`config.mk`:
```
export PLATFORM = sky130hd
export DESIGN_NAME = cpu16_control
export DESIGN_NICKNAME = d
export VERILOG_FILES = /design/src/rtl/cpu16_pkg.sv /design/src/rtl/cpu16_ctrl_decode.sv /design/src/rtl/cpu16_control.sv
export SDC_FILE = /design/constraint.sdc
export NUM_CORES = 1
export LEC_CHECK = 0
export CAP_MARGIN = 15
export CORE_UTILIZATION = 35
export DETAILED_ROUTE_END_ITERATION = 10
export PLACE_DENSITY = 0.74
export SETUP_SLACK_MARGIN = 0.02
export SLEW_MARGIN = 20
export SYNTH_ARGS = -nofsm -noshare
export SYNTH_HDL_FRONTEND = slang
export SYNTH_SLANG_ARGS = --single-unit
```
`constraint.sdc`:
```
create_clock -name clk -period 1.7 [get_ports clk]
set_input_delay 0.255 -clock clk [delete_from_list [all_inputs] [get_ports clk]]
set_output_delay 0.255 -clock clk [all_outputs]
set_load 0.05 [all_outputs]
```
`src/rtl/cpu16_pkg.sv`:
```
// cpu16_pkg -- shared definitions for the cpu16 control unit.
//   * opcode constants (4-bit IR op field)
//   * FSM state encoding (7 encoded states in 3 bits; value 7 is unencoded)
//   * ALUop and Regsrc select codes
//   * ctrl_t: bundle of every control output, produced by cpu16_ctrl_decode
package cpu16_pkg;

  localparam logic [3:0] OP_ADD  = 4'h0;
  localparam logic [3:0] OP_SUB  = 4'h1;
  localparam logic [3:0] OP_AND  = 4'h2;
  localparam logic [3:0] OP_OR   = 4'h3;
  localparam logic [3:0] OP_SLT  = 4'h4;
  localparam logic [3:0] OP_ADDI = 4'h5;
  localparam logic [3:0] OP_LW   = 4'h6;
  localparam logic [3:0] OP_SW   = 4'h7;
  localparam logic [3:0] OP_BEQ  = 4'h8;
  localparam logic [3:0] OP_BNE  = 4'h9;
  localparam logic [3:0] OP_J    = 4'hA;
  localparam logic [3:0] OP_CALL = 4'hB;
  localparam logic [3:0] OP_RET  = 4'hC;
  localparam logic [3:0] OP_IN   = 4'hD;
  localparam logic [3:0] OP_OUT  = 4'hE;
  localparam logic [3:0] OP_HALT = 4'hF;

  localparam logic [2:0] ALU_ADD  = 3'b000;
  localparam logic [2:0] ALU_SUB  = 3'b001;
  localparam logic [2:0] ALU_AND  = 3'b010;
  localparam logic [2:0] ALU_OR   = 3'b011;
  localparam logic [2:0] ALU_SLT  = 3'b100;
  localparam logic [2:0] ALU_PASS = 3'b111;

  localparam logic [1:0] RS_ALU = 2'b00;
  localparam logic [1:0] RS_MEM = 2'b01;
  localparam logic [1:0] RS_IO  = 2'b10;
  localparam logic [1:0] RS_RA  = 2'b11;

  typedef enum logic [2:0] {
    S_RESET  = 3'd0,
    S_FETCH  = 3'd1,
    S_DECODE = 3'd2,
    S_EXEC   = 3'd3,
    S_MEM    = 3'd4,
    S_WB     = 3'd5,
    S_HALT   = 3'd6
  } state_t;

  typedef struct packed {
    logic       pcsrc;
    logic       writepc;
    logic       writera;
    logic       imrpc;
    logic       memsrc;
    logic       memr1;
    logic       memw1;
    logic       memr2;
    logic       memw2;
    logic       writecr;
    logic [1:0] regsrc;
    logic       backup;
    logic       restore;
    logic       regr1;
    logic       regr2;
    logic       regw1;
    logic       regw2;
    logic       alusrc;
    logic [2:0] aluop;
    logic       cmpeq;
    logic       cmpne;
    logic       resetsig;
  } ctrl_t;

  // R-type opcodes 0..4 map directly onto ALU codes 000..100
  function automatic logic [2:0] rtype_aluop(input logic [3:0] op);
    return op[2:0];
  endfunction

endpackage

```
`src/rtl/cpu16_ctrl_decode.sv`:
```
// cpu16_ctrl_decode -- Moore output map of the control FSM.
//   in : state (state_t), op [3:0]
//   out: c (ctrl_t) -- every control signal; anything not set is 0
// Optional feature: CU_IO_EN enables the in/out opcodes (D/E); without it
// those opcodes assert nothing in EXEC.
import cpu16_pkg::*;

module cpu16_ctrl_decode (
  input  state_t     state,
  input  logic [3:0] op,
  output ctrl_t      c
);

  always_comb begin
    c = '0;
    case (state)
      S_RESET: c.resetsig = 1'b1;
      S_FETCH: begin
        c.memr1   = 1'b1;
        c.writepc = 1'b1;
        c.pcsrc   = 1'b0;
      end
      S_DECODE: begin
        c.regr1 = 1'b1;
        c.regr2 = 1'b1;
      end
      S_EXEC: begin
        case (op)
          OP_ADD, OP_SUB, OP_AND, OP_OR, OP_SLT: c.aluop = rtype_aluop(op);
          OP_ADDI, OP_LW, OP_SW: begin
            c.alusrc = 1'b1;
            c.aluop  = ALU_ADD;
          end
          OP_BEQ, OP_BNE: begin
            c.aluop   = ALU_SUB;
            c.writecr = 1'b1;
            c.cmpeq   = (op == OP_BEQ);
            c.cmpne   = (op == OP_BNE);
          end
          OP_J, OP_CALL: begin
            c.writepc = 1'b1;
            c.pcsrc   = 1'b1;
            c.imrpc   = 1'b0;
            c.writera = (op == OP_CALL);
            c.backup  = (op == OP_CALL);
          end
          OP_RET: begin
            c.restore = 1'b1;
            c.writepc = 1'b1;
          end
`ifdef CU_IO_EN
          OP_IN: begin
            c.regsrc = RS_IO;
            c.regw1  = 1'b1;
          end
          OP_OUT: c.aluop = ALU_PASS;
`endif
          default: ;
        endcase
      end
      S_MEM: begin
        c.memsrc = 1'b0;
        c.memr2  = (op == OP_LW);
        c.memw2  = (op == OP_SW);
      end
      S_WB: begin
        case (op)
          OP_ADD, OP_SUB, OP_AND, OP_OR, OP_SLT, OP_ADDI: begin
            c.regw1  = 1'b1;
            c.regsrc = RS_ALU;
          end
          OP_LW: begin
            c.regw2  = 1'b1;
            c.regsrc = RS_MEM;
          end
          // PC write is qualified by the compare result inside pms
          OP_BEQ, OP_BNE: begin
            c.writepc = 1'b1;
            c.pcsrc   = 1'b1;
            c.imrpc   = 1'b1;
          end
          default: ;
        endcase
      end
      default: ; // HALT and unencoded states drive nothing
    endcase
  end

endmodule

```
`src/rtl/cpu16_control.sv`:
```
// cpu16_control -- multicycle control FSM for the 16-bit processor.
//   clk, Reset (async, active low), op [3:0] from IR
//   outputs: all pms / ies enables and selects (see cpu16_pkg::ctrl_t)
// State register and next-state logic live here; the output map is in
// cpu16_ctrl_decode. Optional feature macro: CU_IO_EN (in/out opcodes).
import cpu16_pkg::*;

module cpu16_control (
  input  logic       clk,
  input  logic       Reset,
  input  logic [3:0] op,
  output logic       PCsrc,
  output logic       writePC,
  output logic       writeRA,
  output logic       ImRPC,
  output logic       Memsrc,
  output logic       MemR1,
  output logic       MemW1,
  output logic       MemR2,
  output logic       MemW2,
  output logic       writeCR,
  output logic [1:0] Regsrc,
  output logic       backup,
  output logic       restore,
  output logic       RegR1,
  output logic       RegR2,
  output logic       RegW1,
  output logic       RegW2,
  output logic       ALUsrc,
  output logic [2:0] ALUop,
  output logic       cmpeq,
  output logic       cmpne,
  output logic       resetSig
);

  state_t state, state_nxt;
  ctrl_t  c;

  always_ff @(posedge clk or negedge Reset) begin
    if (!Reset) state <= S_RESET;
    else        state <= state_nxt;
  end

  always_comb begin
    state_nxt = S_RESET;
    case (state)
      S_RESET:  state_nxt = S_FETCH;
      S_FETCH:  state_nxt = S_DECODE;
      S_DECODE: state_nxt = (op == OP_HALT) ? S_HALT : S_EXEC;
      S_EXEC: begin
        case (op)
          OP_ADD, OP_SUB, OP_AND, OP_OR, OP_SLT, OP_ADDI,
          OP_BEQ, OP_BNE:  state_nxt = S_WB;
          OP_LW, OP_SW:    state_nxt = S_MEM;
          default:         state_nxt = S_FETCH;
        endcase
      end
      S_MEM:    state_nxt = (op == OP_LW) ? S_WB : S_FETCH;
      S_WB:     state_nxt = S_FETCH;
      S_HALT:   state_nxt = S_HALT;
      default:  state_nxt = S_RESET; // unencoded value recovers via RESET
    endcase
  end

  cpu16_ctrl_decode u_dec (
    .state (state),
    .op    (op),
    .c     (c)
  );

  assign PCsrc    = c.pcsrc;
  assign writePC  = c.writepc;
  assign writeRA  = c.writera;
  assign ImRPC    = c.imrpc;
  assign Memsrc   = c.memsrc;
  assign MemR1    = c.memr1;
  assign MemW1    = c.memw1;
  assign MemR2    = c.memr2;
  assign MemW2    = c.memw2;
  assign writeCR  = c.writecr;
  assign Regsrc   = c.regsrc;
  assign backup   = c.backup;
  assign restore  = c.restore;
  assign RegR1    = c.regr1;
  assign RegR2    = c.regr2;
  assign RegW1    = c.regw1;
  assign RegW2    = c.regw2;
  assign ALUsrc   = c.alusrc;
  assign ALUop    = c.aluop;
  assign cmpeq    = c.cmpeq;
  assign cmpne    = c.cmpne;
  assign resetSig = c.resetsig;

endmodule

```
==> results of run 1 <==
[per-stage QoR]
stage | utilization (%) | worst slack (ps) | cell area (um2) | setup TNS (ps)
floorplan | - | -268 | 601 | -1510
global placement | 83.6 | -166 | 1090 | -1550
detailed placement | 83.6 | -198 | 1090 | -2050
CTS | 91.4 | -58.6 | 1190 | -315
[synthesized netlist by cell type, drive strengths merged]
| library cell | instances | area (um2) |
|---|---|---|
| buf | 13 | 92.6 |
| nor2 | 8 | 30.0 |
| nand2 | 6 | 25.0 |
| nor3 | 6 | 40.0 |
| nand3b | 5 | 50.1 |
| dfrtp | 3 | 75.1 |
| nand2b | 3 | 18.8 |
| o21ai | 3 | 15.0 |
| a211oi | 2 | 15.0 |
| nor3b | 2 | 20.0 |
| nor4b | 2 | 17.5 |
| a2111oi | 1 | 15.0 |
| a21oi | 1 | 5.00 |
| a311o | 1 | 10.0 |
| and2b | 1 | 7.51 |
| and3 | 1 | 6.26 |
| and3b | 1 | 10.0 |
| conb | 1 | 3.75 |
| nor2b | 1 | 6.26 |
| nor4 | 1 | 12.5 |
| nor4bb | 1 | 10.0 |
| o22ai | 1 | 6.26 |
[cells by family after synthesis]
kind of cell / count (synthesis)
AO/OA/AOI/OAI: 9
other: 1
buffers and inverters: 13
AND/OR/NAND/NOR: 38
flip-flops: 3
[repair_timing]
action | 4_1_cts
pin swaps | 4
buffers inserted | 7
resized for setup | 15
endpoints found under the setup margin | 20
==> metrics.md, run 1 <==
| Metric | Value |
|---|---|
| Status | stopped before the end |
| Stopping stage | global routing (5_1_grt) |
| First error | [ERROR DPL-0038] Utilization greater than 100%, impossible to legalize |
| Flops & latches, synth | 3 |
| Max Buffers Root-to-Sink | 2 |
| Post-synthesis mux area share | 0% |
| Sequential-to-total area share from yosys stat | 15.3% |
| Synthesized area | between 400 and 500 um2 |
| Synthesized area per cell | ~7.7 um2 |
| Worst_ep grt | ALUop[2] |
| Largest net degree at the start of global routing | 11 |
| WEP type | primary output |
| # hold bufs at CTS | 0 |
| # rows | 13 |
| Port Buffers | 27 |
| Inst Count DP | 106 |
| Synth Area in Compound Gates | 13.5% |
| Main combinational cell family by area after synthesis | simple AND/OR/NAND/NOR gates |
| Post-Syn Instances | 64 |
| Clk sinks | 3 |
| Syn. warnings | 0 |
| CTS Buf Count | 3 |
| Top-Level Pins | 31 |
| Yosys cell types | 28 |
| H-tree levels | 1 |
| Xor and xnor fraction of the mapped netlist area | 0% |
| Chip Width | 39.5 um |
| Simple-gate portion of the synthesized area | 51.7% |
| GP Congestion | roughly 0.85 |
| Post-DP HPWL | 1.26 mm |
| Die Span Y | 39.5 um |
| Synth Area in Adders | 0% |
| CTS root buffer | clkbuf_4 |
| Starting density of the core | 37.8% |
==> run 2, diff against run 1 <==
- CORE_AREA: not set -> 2 2 63 65
- CORE_UTILIZATION: 35 -> not set
- DIE_AREA: not set -> 0 0 65 67
- PLACE_DENSITY: 0.74 -> not set
- PLACE_DENSITY_LB_ADDON: not set -> 0.15
- SETUP_SLACK_MARGIN: 0.02 -> not set
==> run 2 against run 1 <==
Against the previous run: the flow now finishes, with violations (negative setup slack); synthesized area stayed put; synthesized cell count stayed put.
==> metrics.md, run 2 <==
| Metric | Value |
|---|---|
| CTS Buf Count | 3 |
| Total wire length | 1.82 mm |
| WP data arrival | 1470 ps |
| Setup TNS | -77.6 ps |
| Critical path type | flop to output port |
| # rows | 22 |
| Failing checks | negative setup slack |
| Synthesized area per cell | 7.68 um2 |
| Most common cell in the netlist | nor2_1 |
| Final antenna-violating net count | 0 |
| Synth area leader | dfrtp_1 |
| Hold Fails Final Rpt | 0 |
| Flops & latches, synth | 3 |
| Synth top cells by count | nor2_1, buf_4, buf_2, nand2_1 |
| Port Buffers | 27 |
| Synth top area cells | dfrtp_1, buf_4, nand3b_1, nor2_1, buf_2 |
| Yosys cell types | 28 |
| Grt total ovfl | 0 |
| Chip Width | 65 um |
| Clock latency on the worst-skew pair | 220 ps |
| Post-Syn Instances | 64 |
| Leak | 0.567 nW |
| Syn. warnings | 0 |
| H-tree levels | 1 |
| GP Congestion | 0.809 |
| Clk sinks | 3 |
| Antenna violations before repair | 0 |
| Top flop regs | state (3) |
| CTS tree | yes |
| First-pass GRT wire length | between 2 and 3 mm |
| Largest register by flop count | state |
| Fmax | around 580 MHz |
| Worst Skew | roughly 1.6 ps |
| Overall global routing resource usage | 8.95% |
| Ys async rst share | 100% |
| Worst Setup Start Kind | flop |
| Drt pass-1 iters | 4 |
| Vias in the first global route | 653 |
| Die area | 4360 um2 |
| Area Growth Syn to Fin | 179% |
| Worst Hold Class | primary input to async pin |
| # hold bufs at CTS | 0 |
| Worst VDD drop | 565 uV |
| Starting density of the core | a little over an eighth |
| Final nets | 121 |
| Layout cells sized above 1 | 71.9% |
| Final worst slack | -26.3 ps |
| CTS root buffer | clkbuf_8 |
| Clock-pin transition on the worst setup and hold timing paths | approximately 30 ps |
| Max-cap violations | 0 |
| DR DRC count | 0 |
| Endpoint type of the worst setup path | output port |
| Most used DFF post-synth | dfrtp_1 |
| Die Span Y | roughly 67 um |
| Status | finished with violations |
| Drt initial violations | 5 |
| Minimum clock period | 1730 ps |
| Commonest non-fill, non-tap cell in the layout | buf_4 |
| Period Utilization, post-route | 102% |
| Placed inst area | 1170 um2 |
| Routed len/inst | 11.2 um |
| Crit-path max FO | 6 |
| Finish-stage setup viols | 4 |
| Worst endpoint required time | 1440 ps |
| Core ar. | 3610 um2 |
| PD cells | 1350 nW/um2 |
| Post-DP HPWL | around 1.5 mm |
| Post-route cell area | 1370 um2 |
| Inst Count DP | between 100 and 150 |
| Largest net degree at the start of global routing | 10 |
| Sequential-to-total area share from yosys stat | 15.3% |
| Pre-CTS setup slack | -193 ps |
| Area share of the largest cell type after synthesis | 15.3% |
| Synthesized area | 492 um2 |
| Via count | 626 |
| Ant diodes | 0 |
| Final Non-Filler Cells | 162 |
| Top-Level Pins | 31 |
| Most frequent cells in the layout | buf_4, buf_12, nor2_2 |
| Max Buffers Root-to-Sink | 2 |
| # fillers | 364 |
| Post-synth EDFFs | 0 |
| RSZ-0062 raised after global routing | true |
| Max FFs per register | 3 |
| Via density | 3.86 |
| Slew Limit Fails | 0 |
## run 2: cell counts after synthesis
No cell type changed its count.
## run 2: cell type report
cell class | instances | area (um2) | area share (%)
sequential | 3 | 78.8 | 5.75
clock buffer | 4 | 45.0 | 3.28
multi-input combinational | 50 | 468 | 34.1
timing repair buffer | 57 | 719 | 52.5
tap | 48 | 60.1 | 4.38
## run 2: logic make-up after synthesis
group	count (synthesis)	share of synthesized area, %
buffers and inverters	13	18.8
and+or+nand+nor	38	51.7
other	1	0.763
DFF	3	15.3
AOI/OAI and AO/OA	9	13.5
## run 2: path summary, 6_finish.rpt
kind / startpoint / end / slack [ps] / depth (start not counted)
worst max-delay path: state[1] / ALUop[0] / -30 / 5
worst min-delay path: Reset / state[0] / 230 / 1
max in group asynchronous: Reset / state[2] / 1300 / 1
worst max register to register: state[1] / state[2] / 500 / 5
min in group clk: state[2] / state[0] / 630 / 2
worst min register to register: state[2] / state[0] / 630 / 2
## run 2: through the flow
| stage | utilization [%] | hold WS [ps] | power (mW) |
|---|---|---|---|
| after floorplan | - | -40.6 | 0.923 |
| after global routing | 38.0 | 232 | 1.95 |
| after global placement | 32.3 | 442 | 1.36 |
| after CTS | 36.8 | 223 | 1.81 |
| final | 38.0 | 230 | 1.85 |
| after detailed placement | 32.3 | 450 | 1.36 |
## run 2: metal layers
| metal | vias up | GRT usage [%] | part of all wire [%] |
|---|---|---|---|
| met2 | 10 | 16.1 | 55 |
| met5 | - | 0 | 0 |
| met1 | 299 | 9.30 | 41 |
| met3 | 0 | 2.70 | 3.1 |
| li1 | 317 | - | - |
| met4 | 0 | 4.79 | 0 |
## run 2: what timing repair did
item	4_1_cts	5_1_grt
endpoints found under the setup margin	20	20
gates resized for setup	16	7
buffers inserted	13	1
pin swaps	6	5
## run 2: power breakdown
group          internal (mW)  total, mW  switching [mW]
logic                  0.714       1.45           0.731
clock network          0.160      0.207          0.0472
registers              0.116      0.198          0.0817
total                  0.990       1.85           0.860
## run 2: worst max-delay path, cell delays in order (launching register included)
cell and delay [ps]:
dfrtp_2 410, buf_4 140, nand3b_4 110, buf_4 170, a2111oi_4 240, buf_12 180
Power figures use the tool's default switching activity.
